**src/rtl/sample_chunker_pkg.sv**
```systemverilog
// rtl/sample_chunker_pkg.sv - shared sizing helpers and state type for sample_chunker (option macro: SAMPLE_CHUNKER_LAST_EN)

// Global width macros, normally supplied by global_parameters.svh; these are fallbacks only.
`ifndef INPUT_BITS
`define INPUT_BITS 10
`endif
`ifndef INPUT_BUS_WIDTH
`define INPUT_BUS_WIDTH 4
`endif

package chunker_pkg;

  typedef enum logic {IDLE = 1'b0, SEND = 1'b1} state_t;

  // Beats needed to carry one sample; the last beat may be partially filled.
  function automatic int calc_num_beats(input int input_bits, input int bus_width);
    return (input_bits + bus_width - 1) / bus_width;
  endfunction

  // Beat-index width, never narrower than one bit so single-beat builds stay legal.
  function automatic int calc_idx_w(input int num_beats);
    return (num_beats > 1) ? $clog2(num_beats) : 1;
  endfunction

  localparam int NUM_BEATS = calc_num_beats(`INPUT_BITS, `INPUT_BUS_WIDTH);
  localparam int IDX_W     = calc_idx_w(NUM_BEATS);

endpackage

```
**src/rtl/sample_chunker_if.sv**
```systemverilog
// rtl/sample_chunker_if.sv - sample-in / beat-out handshake bundle (option macro: SAMPLE_CHUNKER_LAST_EN)

interface sample_chunker_if #(
  parameter int INPUT_BITS = `INPUT_BITS,
  parameter int BUS_WIDTH  = `INPUT_BUS_WIDTH
);
  logic                  smp_vld;
  logic                  smp_rdy;
  logic [INPUT_BITS-1:0] smp;
  logic                  inp_vld;
  logic                  stall;
  logic [BUS_WIDTH-1:0]  inp;
  logic                  busy;
`ifdef SAMPLE_CHUNKER_LAST_EN
  logic                  inp_last;
  logic [15:0]           smp_cnt;
`endif

`ifdef SAMPLE_CHUNKER_LAST_EN
  // master: the chunker itself
  modport master (input smp_vld, smp, stall,
                  output smp_rdy, inp_vld, inp, busy, inp_last, smp_cnt);
  // slave: upstream feeder plus downstream consumer
  modport slave  (output smp_vld, smp, stall,
                  input smp_rdy, inp_vld, inp, busy, inp_last, smp_cnt);
`else
  // master: the chunker itself
  modport master (input smp_vld, smp, stall,
                  output smp_rdy, inp_vld, inp, busy);
  // slave: upstream feeder plus downstream consumer
  modport slave  (output smp_vld, smp, stall,
                  input smp_rdy, inp_vld, inp, busy);
`endif
endinterface

```
**src/rtl/sample_chunker.sv**
```systemverilog
// rtl/sample_chunker.sv - splits one flattened sample into zero-padded bus beats (option macro: SAMPLE_CHUNKER_LAST_EN)

module sample_chunker
  import chunker_pkg::*;
#(
  parameter int INPUT_BITS = `INPUT_BITS,
  parameter int BUS_WIDTH  = `INPUT_BUS_WIDTH
) (
  input  logic               clk,
  input  logic               rst,
  sample_chunker_if.master   bus
);

  localparam int NB    = calc_num_beats(INPUT_BITS, BUS_WIDTH);
  localparam int IW    = calc_idx_w(NB);
  localparam int HOLDW = NB * BUS_WIDTH;
  localparam logic [IW-1:0] LAST_IDX = IW'(NB - 1);

  state_t                      r_state;
  logic [NB-1:0][BUS_WIDTH-1:0] r_hold;
  logic [IW-1:0]               r_idx;
  logic                        r_inp_vld;
  logic                        r_busy;

  logic             w_last;
  logic             w_beat_xfer;
  logic             w_smp_rdy;
  logic             w_smp_xfer;
  logic [HOLDW-1:0] w_smp_ext;
  logic [BUS_WIDTH-1:0] w_beat;

  assign w_last      = (r_idx == LAST_IDX);
  assign w_beat_xfer = r_inp_vld && !bus.stall;
  // Ready passes straight through from stall on the last beat so samples chain without a bubble.
  assign w_smp_rdy   = rst && ((r_state == IDLE) || ((r_state == SEND) && w_last && !bus.stall));
  assign w_smp_xfer  = bus.smp_vld && w_smp_rdy;

  // Sample widened to whole beats; unused top bits of the last beat are zero.
  always_comb begin
    w_smp_ext = '0;
    w_smp_ext[INPUT_BITS-1:0] = bus.smp;
  end

  // Current beat selection; a single-beat build needs no index.
  generate
    if (NB == 1) begin : g_one_beat
      assign w_beat = r_hold[0];
    end else begin : g_multi_beat
      assign w_beat = r_hold[r_idx];
    end
  endgenerate

  // Control FSM: latch a sample, walk its beats, reload on the last beat if another is offered.
  always_ff @(posedge clk or negedge rst) begin
    if (!rst) begin
      r_state   <= IDLE;
      r_hold    <= '0;
      r_idx     <= '0;
      r_inp_vld <= 1'b0;
      r_busy    <= 1'b0;
    end else begin
      case (r_state)
        IDLE: begin
          if (w_smp_xfer) begin
            r_hold    <= w_smp_ext;
            r_idx     <= '0;
            r_state   <= SEND;
            r_inp_vld <= 1'b1;
            r_busy    <= 1'b1;
          end
        end
        SEND: begin
          if (w_beat_xfer) begin
            if (!w_last) begin
              r_idx <= r_idx + 1'b1;
            end else if (w_smp_xfer) begin
              r_hold <= w_smp_ext;
              r_idx  <= '0;
            end else begin
              r_idx     <= '0;
              r_state   <= IDLE;
              r_inp_vld <= 1'b0;
              r_busy    <= 1'b0;
            end
          end
        end
        default: begin
          r_state   <= IDLE;
          r_inp_vld <= 1'b0;
          r_busy    <= 1'b0;
        end
      endcase
    end
  end

  assign bus.smp_rdy = w_smp_rdy;
  assign bus.inp_vld = r_inp_vld;
  assign bus.inp     = w_beat;
  assign bus.busy    = r_busy;

`ifdef SAMPLE_CHUNKER_LAST_EN
  logic [15:0] r_smp_cnt;

  // Count fully delivered samples; wraps naturally at 16 bits.
  always_ff @(posedge clk or negedge rst) begin
    if (!rst) begin
      r_smp_cnt <= '0;
    end else if (w_beat_xfer && w_last) begin
      r_smp_cnt <= r_smp_cnt + 16'd1;
    end
  end

  assign bus.inp_last = r_inp_vld && w_last;
  assign bus.smp_cnt  = r_smp_cnt;
`endif

endmodule

```
**src/flat_wrapper.sv**
```systemverilog
// flat-port wrapper written by rule: the top's interface ports become plain ports
module sample_chunker_flat import chunker_pkg::*;
#(
  parameter int INPUT_BITS = `INPUT_BITS,
  parameter int BUS_WIDTH  = `INPUT_BUS_WIDTH
)
  (clk, rst, bus_smp_vld, bus_smp, bus_stall, bus_smp_rdy, bus_inp_vld, bus_inp, bus_busy);
  sample_chunker_if #(.INPUT_BITS(INPUT_BITS), .BUS_WIDTH(BUS_WIDTH)) bus_i ();
  input  logic clk;
  input  logic rst;
  input wire logic [$bits(bus_i.smp_vld)-1:0] bus_smp_vld;
  input wire logic [$bits(bus_i.smp)-1:0] bus_smp;
  input wire logic [$bits(bus_i.stall)-1:0] bus_stall;
  output wire logic [$bits(bus_i.smp_rdy)-1:0] bus_smp_rdy;
  output wire logic [$bits(bus_i.inp_vld)-1:0] bus_inp_vld;
  output wire logic [$bits(bus_i.inp)-1:0] bus_inp;
  output wire logic [$bits(bus_i.busy)-1:0] bus_busy;
  assign bus_i.smp_vld = bus_smp_vld;
  assign bus_i.smp = bus_smp;
  assign bus_i.stall = bus_stall;
  assign bus_smp_rdy = bus_i.smp_rdy;
  assign bus_inp_vld = bus_i.inp_vld;
  assign bus_inp = bus_i.inp;
  assign bus_busy = bus_i.busy;
  sample_chunker #(.INPUT_BITS(INPUT_BITS), .BUS_WIDTH(BUS_WIDTH)) u_core (.clk(clk), .rst(rst), .bus(bus_i));
endmodule
```
**config.mk**
```make
export PLATFORM = sky130hd
export DESIGN_NAME = sample_chunker_flat
export DESIGN_NICKNAME = d
export VERILOG_FILES = /design/src/rtl/sample_chunker_pkg.sv /design/src/rtl/sample_chunker_if.sv /design/src/rtl/sample_chunker.sv /design/src/flat_wrapper.sv
export SDC_FILE = /design/constraint.sdc
export NUM_CORES = 1
export LEC_CHECK = 0
export CORE_MARGIN = 5
export CORE_UTILIZATION = 44
export CTS_CLUSTER_DIAMETER = 200
export DETAILED_ROUTE_END_ITERATION = 6
export PLACE_DENSITY_LB_ADDON = 0.1
export SYNTH_ARGS = -nofsm -noshare
export SYNTH_HDL_FRONTEND = slang
export SYNTH_SLANG_ARGS = --single-unit
```
**constraint.sdc**
```tcl
create_clock -name clk -period 2.2 [get_ports clk]
set_input_delay 0.44 -clock clk [delete_from_list [all_inputs] [get_ports clk]]
set_output_delay 0.44 -clock clk [all_outputs]
set_load 0.05 [all_outputs]
```
==> results.md <==
## Run status
* status: complete, no violations

## Logic synthesis
* combinational family with the most area after synthesis: multiplexers
* number of instances in the synthesized netlist: 57
* post-synthesis sequential area ratio: 51.00%
* share of synthesized cell area in and, or, nand and nor gates: 9.654%
* xor and xnor fraction of the mapped netlist area: 0%
* Synth Area in Compound Gates: 10.20%
* distinct cell type count after synthesis: 21
* share of synthesized cell area in full adder, half adder and majority cells: 0%
* multiplexer share of the synthesized area: 23.68%
* synthesis-stage register bit count: 14
* synthesis warning total: 0
* syn nets: 71
* Syn Area/Cell: 12.05 um^2
* Cell Area, Synth: 686.9 um^2

## STA
* number of pins exceeding their max-slew limit in the final report: 0
* final setup vio count: 0
* Final Hold Viols: 0
* unrepaired setup endpoints after global routing: no
* clk_skew: 10.84 ps
* Fin Setup TNS: 0 ps
* worst-margin pin slew: 499.0 ps
* fin crit period: 2058 ps
* upper clock frequency limit: 485.8 MHz
* Slew HR: 66.63%
* share of the clock period used by the worst path after layout: 93.57%

## Final layout
* number of nets in the layout: 93
* fill cell instance count of the final layout: 128
* antenna diode count: 0
* commonest cells after routing, fill and taps aside: 15 x clkdlybuf4s50_1, 14 x dfrtp_1, 10 x mux2_2
* most common cell after layout, fill and taps aside: clkdlybuf4s50_1
* fraction of final layout cells with drive strength greater than 1: 29.49%
* area overhead of the layout relative to synthesis: 34.61%
* area of the multi-input gates: 302.8 um^2
* Register Area: 350.3 um^2

## Power and ir drop
* total power density per cell area: 1522 mW/mm^2
* Final Power: 1.407 mW
* LEAKAGE: 0.3971 nW
* highest ir drop seen on vdd: 0.001108 V

## Run
* max-capacitance violation count: 0

## Detailed routing
* number of vias per cell: 5.277
* via count: 496
* DRT iter0 DRCs: 7
* average routed wire per standard cell: 13.72 um
* DRC errors left: 0
* drt total wl: 1290 um
* count of antenna-violating nets left after detailed routing: 0
* drt pass-1 iters: 4

## Clock network
* maximum number of buffers from clock root to sink: 2
* worst skew pair latency: 290 ps
* deepest level of the CTS H-tree: 1
* number of buffers created by CTS: 3
* post-CTS setup-driven buffer insertion count: 0
* TritonCTS clock tree: yes
* clock sink total: 14
* clock tree root driver cell: clkbuf_4
* cts-stage hold buffer count: 0
* clock slew at the register clock pins of the worst setup and hold paths: 80 ps
* Resized Gates After CTS: 0

## Die
* Die Span Y: 49.51 um
* I/O pin count: 21
* core region area: 0.001489 mm^2
* total die area: 0.002451 mm^2
* Initial Util: 46.13%
* cell row count: 14
* overall die width: 49.51 um

## Worst setup path
* startpoint of the worst register-to-register path: u_core.r_idx[1]
* critical path start-end classification: in -> out
* endpoint required time on the critical path: 1760 ps
* category of the worst setup path capture point: output port
* R2R Path End: u_core.r_hold[6]
* Reg2Reg Setup Slack: 440 ps
* highest fanout seen on the critical path: 3
* Worst Reg2Reg Path Length in Cells: 3
* Arrival @ worst endpoint: 1620 ps
* crit start category: input pin
* crit path from: bus_stall

## Hold path
* worst min-delay path endpoint: u_core.r_hold[3]
* number of cells traversed by the worst hold path: 1
* Hold Path Origin: u_core.r_hold[3]
* Hold WC Path Type: reg -> reg

## Global routing
* antenna violations before repair: 0
* wire length of the first global-routing pass: 2214 um
* number of global-route vias before repair: 511
* global routing usage summed across all routing layers: 12.09%
* largest net degree at the start of global routing: 16
* residual overflow from global routing: 0

## Place
* total half-perimeter wirelength after legalization and detailed placement: 964.5 um
* number of I/O port buffers: 20
* gpl congestion: 0.7856

worst max-delay path: stages:
cell	delay, ps
clkdlybuf4s50_1	410
or3b_4	410
a21boi_2	200
buf_12	160
cell usage after synthesis (all sizes together):
master  count  area share (%)
o22a        1             1.3
o31ai       1             1.1
clkbuf      1            0.55
inv         2             1.1
nand2b      1            0.91
mux2       10              16
nor2b       1            0.91
nor2        3             1.6
a21oi       2             1.5
nand2       5             2.7
or3b        1             1.6
nand3b      1             1.1
mux2i       5             7.3
nand3       1            0.73
o21ai       2             1.5
a21boi      1             1.1
o22ai       2             3.8
buf         3             3.8
dfrtp      14              51
per-layer routing:
layer  global-route usage [%]  vias to the layer above  part of all wire, %
li1                         -                      239                    -
met3                    4.518                        4                  6.4
met2                    18.24                       12                   47
met4                    9.170                        0                  2.7
met1                    13.66                      241                   44
met5                        0                        -                    0
through the flow:
| stage | area, um^2 | std cells | worst slack [ps] | hold slack (ps) | utilization (%) |
|---|---|---|---|---|---|
| 2_1_floorplan | 686.9 | 57 | 74.31 | 144.4 | - |
| 5_1_grt | 924.6 | 94 | 76.90 | 530.9 | 62.10 |
| 3_3_place_gp | 884.6 | 90 | 68.50 | 490.1 | 59.41 |
| 6_report | 924.6 | 94 | 141.5 | 519.0 | 62.10 |
| 3_5_place_dp | 884.6 | 90 | 63.62 | 501.6 | 59.41 |
| 4_1_cts | 920.9 | 94 | 49.38 | 520.4 | 61.85 |
cells by family (layout without fill, tap and decap cells):
kind of cell,Yosys count,after routing
buf+inv,6,27
flops,14,14
mux,15,15
simple gates,13,13
compound gates,9,9
worst max path at each step:
| stage | slack (ps) | to | cells after the start |
|---|---|---|---|
| floorplan | 70 | bus_inp[0] | 3 |
| global placement | 70 | bus_smp_rdy | 4 |
| detailed placement | 60 | bus_smp_rdy | 4 |
| CTS | 50 | bus_smp_rdy | 4 |
| global route | 80 | bus_smp_rdy | 3 |
| finish | 140 | bus_smp_rdy | 4 |
flip-flops by register name (all words and copies together), names as in the netlist:
| register | count |
|---|---|
| u_core.bus.inp_vld | 1 |
| u_core.r_hold | 10 |
| u_core.r_state | 1 |
| u_core.r_idx | 2 |
report_power, final:
| part | total, mW | internal (mW) | leakage (nW) | switching, mW |
|---|---|---|---|---|
| Combinational | 0.732 | 0.306 | 0.206 | 0.426 |
| Clock | 0.189 | 0.101 | 0.0210 | 0.0885 |
| Sequential | 0.486 | 0.377 | 0.170 | 0.109 |
final cells by class:
| type | count | area share, % |
|---|---|---|
| well taps | 16 | 2.165 |
| inverters | 2 | 0.8119 |
| flip-flops and latches | 14 | 37.89 |
| clock buffers | 4 | 3.924 |
| repair buffers | 21 | 22.46 |
| multi-input cells | 37 | 32.75 |
No activity file was read; power rests on OpenSTA's default activity.
